$ cat src/rtl/softmax_seq_ctrl.sv
// softmax_seq_ctrl
//   Streams one softmax vector (up to N_MAX elements) through a shared exp
//   unit: buffers the scores while tracking the maximum, issues clamped
//   (x - max) operands one per cycle, captures exp results and accumulates
//   the denominator, then streams results and the sum downstream.
//
// Ports
//   clk, rst              clock, asynchronous active-high reset
//   in_valid/in_ready     score input handshake
//   in_data[16:0]         score, sign-magnitude {sign, int[3:0], frac[11:0]}
//   in_last               last score of the vector
//   exp_x[16:0]           registered operand to the exp unit
//   exp_y[20:0]           exp unit result {pos[4:0], mant[15:0]}
//   out_valid/out_ready   result output handshake
//   out_data[20:0]        exp result, input order
//   out_last              last result of the vector
//   sum_valid             one-cycle pulse after the final result handshake
//   sum_data[ACC_W-1:0]   sum of (mant << min(pos,16)); held until next sum
//   busy                  controller not idle
//   sat_cnt               clamped-element count (only with SOFTMAX_SEQ_SAT_CNT_EN)
//
// Optional build macro: SOFTMAX_SEQ_SAT_CNT_EN adds the sat_cnt output.
module softmax_seq_ctrl #(
  parameter int N_MAX   = 16,
  parameter int EXP_LAT = 1,
  parameter int ACC_W   = 40
) (
  input  logic                     clk,
  input  logic                     rst,
  input  logic                     in_valid,
  output logic                     in_ready,
  input  logic [16:0]              in_data,
  input  logic                     in_last,
  output logic [16:0]              exp_x,
  input  logic [20:0]              exp_y,
  output logic                     out_valid,
  input  logic                     out_ready,
  output logic [20:0]              out_data,
  output logic                     out_last,
  output logic                     sum_valid,
  output logic [ACC_W-1:0]         sum_data,
  output logic                     busy
`ifdef SOFTMAX_SEQ_SAT_CNT_EN
  ,
  output logic [$clog2(N_MAX):0]   sat_cnt
`endif
);

  localparam int IW = $clog2(N_MAX);
  localparam int LW = IW + 1;
  localparam logic signed [17:0] CLAMP_MIN = -18'sd40960;

  typedef enum logic [1:0] {S_IDLE, S_LOAD, S_ISSUE, S_DRAIN} state_t;

  // Sign-magnitude to two's complement; -0 maps to 0 so it compares equal to +0.
  function automatic logic signed [17:0] sm_to_s(input logic [16:0] x);
    logic signed [17:0] m;
    m = $signed({2'b00, x[15:0]});
    return x[16] ? -m : m;
  endfunction

  function automatic logic signed [17:0] clamp_d(input logic signed [17:0] d);
    return (d < CLAMP_MIN) ? CLAMP_MIN : d;
  endfunction

  // Zero always leaves as 0x00000, never as negative zero.
  function automatic logic [16:0] s_to_sm(input logic signed [17:0] d);
    logic signed [17:0] n;
    n = -d;
    return (d < 18'sd0) ? {1'b1, n[15:0]} : {1'b0, d[15:0]};
  endfunction

  function automatic logic [31:0] exp_term(input logic [20:0] y);
    logic [4:0] sh;
    sh = (y[20:16] > 5'd16) ? 5'd16 : y[20:16];
    return {16'h0000, y[15:0]} << sh;
  endfunction

  state_t             state_q, state_d;
  logic               rdy_q;
  logic [IW-1:0]      cnt_q, cnt_d, cap_q, cap_d, drn_q, drn_d;
  logic [LW-1:0]      len_q, len_d, iss_q, iss_d;
  logic signed [17:0] max_q, max_d;
  logic [ACC_W-1:0]   acc_q, acc_d, sum_data_q, sum_data_d;
  logic [16:0]        exp_x_q, exp_x_d;
  logic               sum_valid_q, sum_valid_d;
  logic [EXP_LAT:0]   vld_q, vld_d;
  logic [16:0]        sbuf_q [N_MAX];
  logic [20:0]        rbuf_q [N_MAX];
`ifdef SOFTMAX_SEQ_SAT_CNT_EN
  logic [LW-1:0]      sat_q, sat_d;
`endif

  logic               in_fire, out_fire, wr_en, cap_en, issue_fire, last_out, clamp_hit;
  logic [IW-1:0]      wr_idx;
  logic signed [17:0] in_val, raw_d;

  assign in_ready  = rdy_q && (state_q == S_IDLE || state_q == S_LOAD);
  assign in_fire   = in_valid && in_ready;
  assign in_val    = sm_to_s(in_data);
  assign raw_d     = sm_to_s(sbuf_q[iss_q[IW-1:0]]) - max_q;
  assign clamp_hit = raw_d < CLAMP_MIN;
  assign cap_en    = vld_q[EXP_LAT];
  assign last_out  = ({1'b0, drn_q} == len_q - LW'(1));
  assign out_valid = (state_q == S_DRAIN);
  assign out_fire  = out_valid && out_ready;
  assign out_data  = rbuf_q[drn_q];
  assign out_last  = out_valid && last_out;
  assign busy      = (state_q != S_IDLE);
  assign exp_x     = exp_x_q;
  assign sum_valid = sum_valid_q;
  assign sum_data  = sum_data_q;
`ifdef SOFTMAX_SEQ_SAT_CNT_EN
  assign sat_cnt   = sat_q;
`endif

  // Issue tag delayed to the cycle in which exp_y belongs to that issue.
  if (EXP_LAT == 0) begin : g_lat0
    assign vld_d = issue_fire;
  end else begin : g_latn
    assign vld_d = {vld_q[EXP_LAT-1:0], issue_fire};
  end

  always_comb begin
    state_d     = state_q;
    cnt_d       = cnt_q;
    len_d       = len_q;
    iss_d       = iss_q;
    cap_d       = cap_q;
    drn_d       = drn_q;
    max_d       = max_q;
    acc_d       = acc_q;
    exp_x_d     = exp_x_q;
    sum_valid_d = 1'b0;
    sum_data_d  = sum_data_q;
    wr_en       = 1'b0;
    wr_idx      = cnt_q;
    issue_fire  = 1'b0;
`ifdef SOFTMAX_SEQ_SAT_CNT_EN
    sat_d       = sat_q;
`endif
    case (state_q)
      S_IDLE: begin
        if (in_fire) begin
          wr_en  = 1'b1;
          wr_idx = '0;
          max_d  = in_val;
          acc_d  = '0;
          cnt_d  = IW'(1);
          iss_d  = '0;
          cap_d  = '0;
          drn_d  = '0;
          len_d  = LW'(1);
`ifdef SOFTMAX_SEQ_SAT_CNT_EN
          sat_d  = '0;
`endif
          state_d = in_last ? S_ISSUE : S_LOAD;
        end
      end
      S_LOAD: begin
        if (in_fire) begin
          wr_en = 1'b1;
          if (in_val > max_q) max_d = in_val;
          cnt_d = cnt_q + IW'(1);
          if (in_last || cnt_q == IW'(N_MAX - 1)) begin
            len_d   = {1'b0, cnt_q} + LW'(1);
            state_d = S_ISSUE;
          end
        end
      end
      S_ISSUE: begin
        if (iss_q != len_q) begin
          issue_fire = 1'b1;
          exp_x_d    = s_to_sm(clamp_d(raw_d));
          iss_d      = iss_q + LW'(1);
`ifdef SOFTMAX_SEQ_SAT_CNT_EN
          sat_d      = sat_q + LW'(clamp_hit);
`endif
        end
        if (cap_en) begin
          acc_d = acc_q + ACC_W'(exp_term(exp_y));
          cap_d = cap_q + IW'(1);
          if ({1'b0, cap_q} == len_q - LW'(1)) state_d = S_DRAIN;
        end
      end
      S_DRAIN: begin
        if (out_fire) begin
          drn_d = drn_q + IW'(1);
          if (last_out) begin
            sum_valid_d = 1'b1;
            sum_data_d  = acc_q;
            state_d     = S_IDLE;
          end
        end
      end
      default: state_d = S_IDLE;
    endcase
  end

  always_ff @(posedge clk or posedge rst) begin
    if (rst) begin
      state_q     <= S_IDLE;
      rdy_q       <= 1'b0;
      cnt_q       <= '0;
      len_q       <= '0;
      iss_q       <= '0;
      cap_q       <= '0;
      drn_q       <= '0;
      max_q       <= '0;
      acc_q       <= '0;
      exp_x_q     <= '0;
      vld_q       <= '0;
      sum_valid_q <= 1'b0;
      sum_data_q  <= '0;
`ifdef SOFTMAX_SEQ_SAT_CNT_EN
      sat_q       <= '0;
`endif
    end else begin
      state_q     <= state_d;
      rdy_q       <= 1'b1;
      cnt_q       <= cnt_d;
      len_q       <= len_d;
      iss_q       <= iss_d;
      cap_q       <= cap_d;
      drn_q       <= drn_d;
      max_q       <= max_d;
      acc_q       <= acc_d;
      exp_x_q     <= exp_x_d;
      vld_q       <= vld_d;
      sum_valid_q <= sum_valid_d;
      sum_data_q  <= sum_data_d;
`ifdef SOFTMAX_SEQ_SAT_CNT_EN
      sat_q       <= sat_d;
`endif
    end
  end

  // Score and result buffers carry data only; no reset needed.
  always_ff @(posedge clk) begin
    if (wr_en) sbuf_q[wr_idx] <= in_data;
    if (cap_en && state_q == S_ISSUE) rbuf_q[cap_q] <= exp_y;
  end

endmodule

$ cat config.mk
export PLATFORM = sky130hd
export DESIGN_NAME = softmax_seq_ctrl
export DESIGN_NICKNAME = d
export VERILOG_FILES = /design/src/rtl/softmax_seq_ctrl.sv
export SDC_FILE = /design/constraint.sdc
export NUM_CORES = 1
export LEC_CHECK = 0
export CORE_ASPECT_RATIO = 1.2
export CORE_MARGIN = 2
export CORE_UTILIZATION = 35
export DETAILED_ROUTE_END_ITERATION = 8
export PLACE_DENSITY = 0.63
export SYNTH_ARGS = -nofsm -noshare
export SYNTH_HDL_FRONTEND = slang
export SYNTH_SLANG_ARGS = --single-unit
$ cat constraint.sdc
create_clock -name clk -period 7.8 [get_ports clk]
set_input_delay 1.17 -clock clk [delete_from_list [all_inputs] [get_ports clk]]
set_output_delay 1.17 -clock clk [all_outputs]
set_load 0.005 [all_outputs]
Word level (Yosys, flattened, before mapping)
Memories as Yosys holds them, arrays and structs flattened.
Index checks and enable logic that the tools add are counted.
- register bits after elaboration: 143
- bits in writable memories: 608
- output and inout bits: 83
- logic and storage cells: 118
- memories: 2
- memory list (memory ; depth ; width ; read ports ; clocked after memory_dff ; wr ports ; line ; RTL):
    rbuf_q ; 16 ; 21 ; 1 ; 0 ; 1 ; 89 ; logic [20:0] rbuf_q [N_MAX];
    sbuf_q ; 16 ; 17 ; 1 ; 0 ; 1 ; 88 ; logic [16:0] sbuf_q [N_MAX];
- $add $sub $neg: 11
- magnitude comparators: 4
- eq/ne operators: 16
- shifts and indexed selects: 1
- multiplexer cells: 49
- reduce and logical (&&, ||, !) cells: 22
- operators by type and width (cell ; count):
    $mux W18 ; 6
    $mux W40 ; 2
    $pmux W40 S2 ; 1
    $add A40 B32 Y40 ; 1
    $neg A16 Y18 ; 2
    $pmux W18 S2 ; 1
    $shl A16 B5 Y32 ; 1
    $mux W5 ; 6
    $mux W4 ; 7
    $pmux W4 S2 ; 3
    $pmux W5 S2 ; 2
    $gt A18 B18 Y1 ; 1
    $lt A18 B1 Y1 const B ; 1
    $lt A18 B17 Y1 const B ; 1
    $sub A18 B18 Y18 ; 1
    $mux W17 ; 1
    $mux W2 ; 8
    $neg A16 Y16 ; 1
    $reduce_and A3 Y1 ; 5
    $add A4 B1 Y4 const B ; 3
    $mux W1 ; 11
    $eq A4 B5 Y1 ; 2
    $ne A2 B2 Y1 const B ; 5
    $ne A2 B1 Y1 const B ; 4
    other kinds (17) ; 27

Longest topological paths before layout
- depth after elaboration: 8
- mapped depth: 32
- gate-level depth less buffers: 28

Worst setup path before layout
Ideal clock, no wire load.
- path kind: reg-to-reg
- from: register iss_q[0]
- to: register exp_x_q[14], in the netlist exp_x[14]
- library setup time: 127 ps
- data arrival time: 6237 ps
- required time: 7673 ps
- slack: 1437 ps
- cell stages (with the launch flop): 27
- cell sequence: dfrtp_1 -> buf_6 -> buf_2 -> mux4_2 -> mux4_2 -> clkbuf_1 -> nand2_1 -> xnor2_1 -> ha_1 -> and2_1 -> o21a_1 -> o31a_1 -> o21a_1 -> a221o_1 -> a21oi_1 -> xor2_1 -> a211o_1 -> ha_1 -> clkbuf_1 -> clkbuf_1 -> or2_2 -> ha_1 -> o21a_1 -> nor2b_1 -> a41oi_1 -> xor2_1 -> o21ai_1
- longest elaborated chain between the ends: 8
- ends and longest elaborated chain (element ; line ; RTL):
    start: declaration ; 82 ; logic [LW-1:0] len_q, len_d, iss_q, iss_d;
    start signal: assignment ; 223 ; iss_q <= iss_d;
    $mem_v2 Z16 W17 ; - ;
    $neg A16 Y18 ; 59 ; return x[16] ? -m : m;
    $mux W18 ; 59 ;
    $sub A18 B18 Y18 ; 101 ; assign raw_d = sm_to_s(sbuf_q[iss_q[IW-1:0]]) - max_q;
    $lt A18 B17 Y1 ; 63 ; return (d < CLAMP_MIN) ? CLAMP_MIN : d;
    $mux W18 ; 63 ;
    $neg A16 Y16 / $lt A18 B1 Y1 (equally long branches) ; 69, 70 ;
    $mux W17 ; 70 ; return (d < 18'sd0) ? {1'b1, n[15:0]} : {1'b0, d[15:0]};
    end signal: assignment ; 228 ; exp_x_q <= exp_x_d;
    end: declaration ; 85 ; logic [16:0] exp_x_q, exp_x_d;
Several ways; a longest one is shown, not always the timed one.
A chain may end at the register's enable or synchronous reset.

Final worst setup path
- from: register iss_q[0]
- to: register exp_x_q[15], in the netlist exp_x[15]
The elaborated chain is that of the path after synthesis.

==> run summary <==
Final Hold Vio Count - 0
Leakage - 13.77 nW
post-route ant nets - 0
drt initial violations - 1,663
clk sink count - 751
outcome - finished, final reports clean
Syn Nets - 2,307
Vias - 19,850
ys flop type - edfxtp_1
IO Pins - 126
Mapped Cells - 2,179
H-tree Lvls - 3
CP Class - reg2reg
slew margin rel. - 0.2752
CTS buffer count - 77
Crit path arrival time - 7.47 ns
Setup crit start kind - register
grt total ovfl - 0
Synth top area share - 0.5383
worst-margin pin slew - 1.081 ns
top-count cell post-synth - edfxtp_1
Post-synth ARST share - 0.1904
max incr delay on CP - 0.66 ns
FMAX - 0.1429 GHz
clk_skew - 0.04391 ns
root buf cell - clkbuf_16
share of cells above drive strength 1 - 0.1977
Crit-path slowest cell - dfrtp_4
final count of negative-setup-slack endpoints - 0
Max Cap Viol - 0
FF+latch count, synth - 751
DRC - 0
final worst slack - 0.8005 ns
die width - 288.2 µm
via-per-instance ratio - 5.392
initial antenna violation count - 5
largest net degree at the start of global routing - 94
reg2reg path depth - 28
ranking of synthesized cells by area - edfxtp_1, mux4_2, dfrtp_1
hold depth - 0
Power per Cell Area - 423.4 nW/µm²
Worst VDD drop - 0.5127 mV
Final Max Slew Viols - 0
Final Cycle Share - 0.8974
Nets - 2,473
Synth Area per Inst - 15.57 µm²
Area Overhead vs Synth - 16.64%
average wire per standard cell - 22.79 µm
crit path capture type - register
Rows - 125
Die ar. - 99,430 µm²
TritonCTS clock tree - built
Placer Congestion - 0.8393
first drt pass iteration count - 5
Syn Std Cell Area - 33,920 µm²
Total Routing Usage GR - 0.1685
worst hold path type - reg2reg
area post-placement - 36,930 µm²
port bufs - 125
Cell variety after synth - 73
first-pass GRT wire length - 127,400 µm
Crit path top cell by count - a21o_1
Setup TNS - 0 ns
Period minus WS final - 7.000 ns
clk buf depth - 3
die height - 345.0 µm
Overall Power - 16.75 mW
commonest cells in the netlist - edfxtp_1, nand2_1, mux4_2
pre-CTS WS - 0.6594 ns
post-synth top area cell - edfxtp_1
core area - 96,500 µm²
CP Max Fanout - 16
EDFF count, synth - 608
vias in the first global route - 20,420
Worst-path clk slew - 0.06 ns
clk_lat worst skew - 0.64 ns
Initial Util - 0.3515
Crit path required time - 8.27 ns
setup repair after global routing missed its margin - false
DP HPWL - 53,260 µm
Yosys Warn Count - 0
post-synthesis sequential area ratio - 0.6438
Final Instance Area - 39,560 µm²
WL final - 83,900 µm
[flip-flops by register name, summed over array words and instances, names as in the netlist, 4 cells and up]
signal / count
acc_q: 40
cap_q: 4
cnt_q: 4
drn_q: 4
exp_x: 17
iss_q: 5
len_q: 5
max_q: 18
rbuf_q: 336
sbuf_q: 272
sum_data: 40
[final timing paths]
check | endpoint | slack, ns | start
setup / recovery | exp_x[15]$_DFFE_PP0P_ | 0.80 | iss_q[0]$_DFFE_PP0P_
hold / removal | vld_q[1]$_DFF_PP0_ | 0.37 | vld_q[0]$_DFF_PP0_
setup reg to reg | exp_x[15]$_DFFE_PP0P_ | 0.80 | iss_q[0]$_DFFE_PP0P_
hold reg to reg | vld_q[1]$_DFF_PP0_ | 0.37 | vld_q[0]$_DFF_PP0_
max in group asynchronous | iss_q[0]$_DFFE_PP0P_ | 5.33 | rst
min in group asynchronous | sum_data[36]$_DFFE_PP0P_ | 1.11 | rst
[where the power goes]
part	switching [mW]	internal [mW]
Sequential	0.341	4.68
Combinational	4.43	3.53
Clock	1.58	2.20
[stage by stage]
step,hold WS (ns),instances,util
floorplan,0.3312,2179,-
global placement,0.3417,3535,0.3827
detailed placement,0.3517,3535,0.3827
CTS,0.3670,3677,0.4097
global route,0.3819,3678,0.4099
finish,0.3650,3681,0.4100
[critical path: cells and delay by family (launching register included)]
family	cells	cell delay, ns
AND/OR/NAND/NOR	5	0.90
XOR/XNOR	3	0.49
AO/OA/AOI/OAI	13	2.82
multiplexers	1	0.51
buffers and inverters	3	0.51
adder cells (fa/ha/maj)	3	0.93
flip-flops	1	0.66
[cell usage in the layout (no fill, tap or decap), types with 9 or more instances in the layout]
cell type / synthesis / final
buf_4: 0 / 62
a211oi_1: 19 / 19
ha_1: 83 / 83
a22oi_1: 19 / 19
o22ai_1: 10 / 10
nor2_1: 103 / 76
dfrtp_1: 143 / 138
nand4_1: 10 / 10
o31ai_1: 16 / 16
a31oi_1: 12 / 12
edfxtp_1: 608 / 608
or2_2: 11 / 11
bufinv_16: 0 / 9
mux4_2: 175 / 175
nand2_1: 177 / 176
nor3_1: 24 / 19
o21a_1: 13 / 13
nor2b_1: 20 / 19
a21oi_1: 78 / 77
o21ai_0: 90 / 90
and3_1: 12 / 12
and2_1: 10 / 10
nand2b_1: 16 / 16
mux2_2: 57 / 57
clkinv_1: 1 / 17
clkbuf_1: 73 / 10
clkdlybuf4s50_1: 0 / 124
clkinv_2: 0 / 13
o21ai_1: 13 / 13
clkbuf_16: 0 / 80
nor2_2: 0 / 27
or3_1: 11 / 11
a21o_1: 33 / 33
mux2i_1: 42 / 42
inv_1: 45 / 44
nand3_1: 29 / 29
xnor2_1: 63 / 63
xor2_1: 34 / 34
[layout make-up]
cell class	instances	area, µm²
Antenna cell	3	7.507
Clock buffer	91	2053
Clock inverter	51	550.5
Fill cell	8589	56930
Inverter	46	177.7
Multi-Input combinational cell	1280	11580
Sequential cell	751	21850
Tap cell	1270	1589
Timing Repair Buffer	189	1752
[logic make-up (layout without fill, tap and decap cells)]
| family | after synthesis | count (layout) | synth area share |
|---|---|---|---|
| compound gates | 368 | 368 | 0.07016 |
| simple gates | 447 | 447 | 0.06120 |
| flops | 751 | 751 | 0.6438 |
| mux | 282 | 282 | 0.1502 |
| xor+xnor | 97 | 97 | 0.02505 |
| buf+inv | 148 | 377 | 0.01774 |
| other cells | 1 | 4 | 0.0001106 |
| fa+ha+maj | 85 | 85 | 0.03180 |
[per-layer routing]
metal  vias to the layer above  track usage  wire length (µm)
met1                     10230       0.2170             33970
li1                       8863            -                 -
met2                       604       0.2877             42280
met3                       148      0.02886              5191
met4                         6      0.05520              2415
met5                         -            0                39
[repair_timing]
item,in CTS,in global routing
buffers inserted,0,1
gates resized for setup,0,1
hold buffers,0,0
endpoints found under the setup margin,0,4
(Power assumes the default switching activity.)
==> RTL edit (config.mk and constraints unchanged) <==
`sum_data_q` no longer has a reset.
--- a/src/rtl/softmax_seq_ctrl.sv
+++ b/src/rtl/softmax_seq_ctrl.sv
@@ -211,7 +211,6 @@
       exp_x_q     <= '0;
       vld_q       <= '0;
       sum_valid_q <= 1'b0;
-      sum_data_q  <= '0;
 `ifdef SOFTMAX_SEQ_SAT_CNT_EN
       sat_q       <= '0;
 `endif
@@ -228,11 +227,14 @@
       exp_x_q     <= exp_x_d;
       vld_q       <= vld_d;
       sum_valid_q <= sum_valid_d;
-      sum_data_q  <= sum_data_d;
 `ifdef SOFTMAX_SEQ_SAT_CNT_EN
       sat_q       <= sat_d;
 `endif
     end
+  end
+
+  always_ff @(posedge clk) begin
+    sum_data_q <= sum_data_d;
   end
 
   // Score and result buffers carry data only; no reset needed.
Formal check against the unedited RTL: same outputs for any inputs over 4 cycles, from zero or initial values and one cycle with rst high; that may be too few to reach the edited logic, so the function may still have changed.
==> RTL edit against the original RTL <==
Routed wire length shrank 2.9%. Area after synthesis is 0.50% lower. Sequential cell count unchanged. Cell area shrank 0.29%. Worst setup slack got worse by 0.31 ns. Sequential share of layout area is 0.67 points higher. Non-clock buffer count increased by 14. Clock skew decreased by 0.0091 ns.
Power is not compared: it rests on default switching activity, and its combinational part moved more than twofold at a synthesized area within 25%.
==> RTL edit: results <==
set metrics [dict create \
    status "complete, no violations" \
    grt_max_degree 64 \
    synth_warnings 0 \
    dpl.hpwl_um 51740 \
    min_from "vld_q[0]" \
    hold-worst-slack_ns 0.3544 \
    async_flop_share_pct 13.72 \
    layout-drive-gt1-share_pct 18.56 \
    worstPathArrival_ns 7.80 \
    mappedNetlistNets 2246 \
    grt_util_met1_pct 20.77 \
    routedWlPerCell_um 22.53 \
    crit_path_start "iss_q[0]" \
    power_leakage_nw 13.61 \
    whs_path_depth 0 \
    synth_common_cells "edfxtp_1, mux4_2, nand2_1" \
    clkTransAtPathRegs_ns 0.07 \
    antenna_found_initial 2 \
    ys_seq_area_share_pct 65.29 \
    crit_fanout 19 \
    gp_congestion 0.8904 \
    vias_per_cell 5.325 \
    postRouteAntennaNets 0 \
    yosysUniqueCellTypes 82 \
    placedCellCount 3471 \
    max_slew_margin_pct 12.50 \
    grt_usage_pct 16.39 \
    skew_ns 0.03476 \
    clock_path_buffers 3 \
    reg2regPathDepth 26 \
    grt_pass1_vias 19846 \
    synth_area_leaders "edfxtp_1, mux4_2, dfrtp_1, ha_1, nand2_1" \
    synth_cells 2118 \
    grt.met3_usage_pct 2.229 \
    nNetsFinal 2425 \
    synth-edff-count 648 \
    max_stage_delay_ns 0.59 \
    cts_buffers 77 \
    h-tree-depth 3 \
    dr.pass1.iters 6 \
    drt_iter0_markers 1587 \
    crit_slowest_cell "mux4_1" \
    r2r_slack_ns 0.49 \
    grt_pass1_wl_um 122300 \
    cts-root-buf "clkbuf_16" \
    grt.met2_usage_pct 28.96 \
    wl_um 81460 \
]
==> RTL edit: cells by family after synthesis <==
kind of cell | share of synthesized area (%)
compound gates | 5.947
xor+xnor | 2.695
fa+ha+maj | 3.196
buf+inv | 2.013
flops | 65.29
mux | 14.78
other cells | 0.01111
simple gates | 6.061
==> RTL edit: path summary, 6_finish.rpt <==
kind                             endpoint
worst max-delay path            exp_x[15]
worst min-delay path             vld_q[1]
worst max register to register  exp_x[15]
worst min register to register   vld_q[1]
max in group asynchronous        iss_q[0]
min in group asynchronous        acc_q[8]
==> RTL edit: timing repair <==
action / 4_1_cts / 5_1_grt
endpoints found under the setup margin: 0 / 8
setup buffers: 0 / 7
resized for setup: 0 / 7
hold buffers: 0 / 0
==> RTL edit: area by class of cell <==
class | count | area, um2
fill | 8427 | 55970
sequential | 751 | 22050
multi-input combinational | 1207 | 11140
clock buffer | 94 | 1991
timing repair buffer | 203 | 1848
tap | 1260 | 1577
clock inverter | 43 | 616.8
inverter | 57 | 220.2
antenna | 1 | 2.502
==> RTL edit: metal layers <==
| layer | vias to the layer above | routed length, um |
|---|---|---|
| li1 | 8624 | - |
| met1 | 9916 | 33070 |
| met2 | 574 | 42080 |
| met3 | 141 | 4210 |
| met4 | 0 | 2091 |
| met5 | - | 0 |
==> RTL edit: worst max-delay path: cells and delay by family, from the launching register on <==
family / cells / cell delay, ns
DFF: 1 / 0.52
adders and majority gates: 2 / 0.87
xor gates and xnor gates: 2 / 0.31
and+or+nand+nor: 9 / 1.62
muxes: 2 / 1.15
AOI/OAI and AO/OA: 9 / 2.21
buffers and inverters: 2 / 0.49
==> RTL edit: power by group <==
part | leakage [nW] | switching, mW | internal (mW) | total, mW
registers | 7.32 | 0.0501 | 4.37 | 4.42
logic | 5.03 | 0.429 | 0.466 | 0.895
clock network | 1.26 | 1.56 | 2.24 | 3.80
==> RTL edit: metrics by stage <==
step,util [%],cell area (um2),setup slack (ns),TNS [ns]
final,41.35,39450,0.4880,0
after global routing,41.35,39450,-0.01545,-0.02684
after CTS,41.25,39360,0.1892,0
after detailed placement,38.51,36750,0.2401,0
after global placement,38.51,36750,0.4070,0
after floorplan,-,33750,0.1101,0
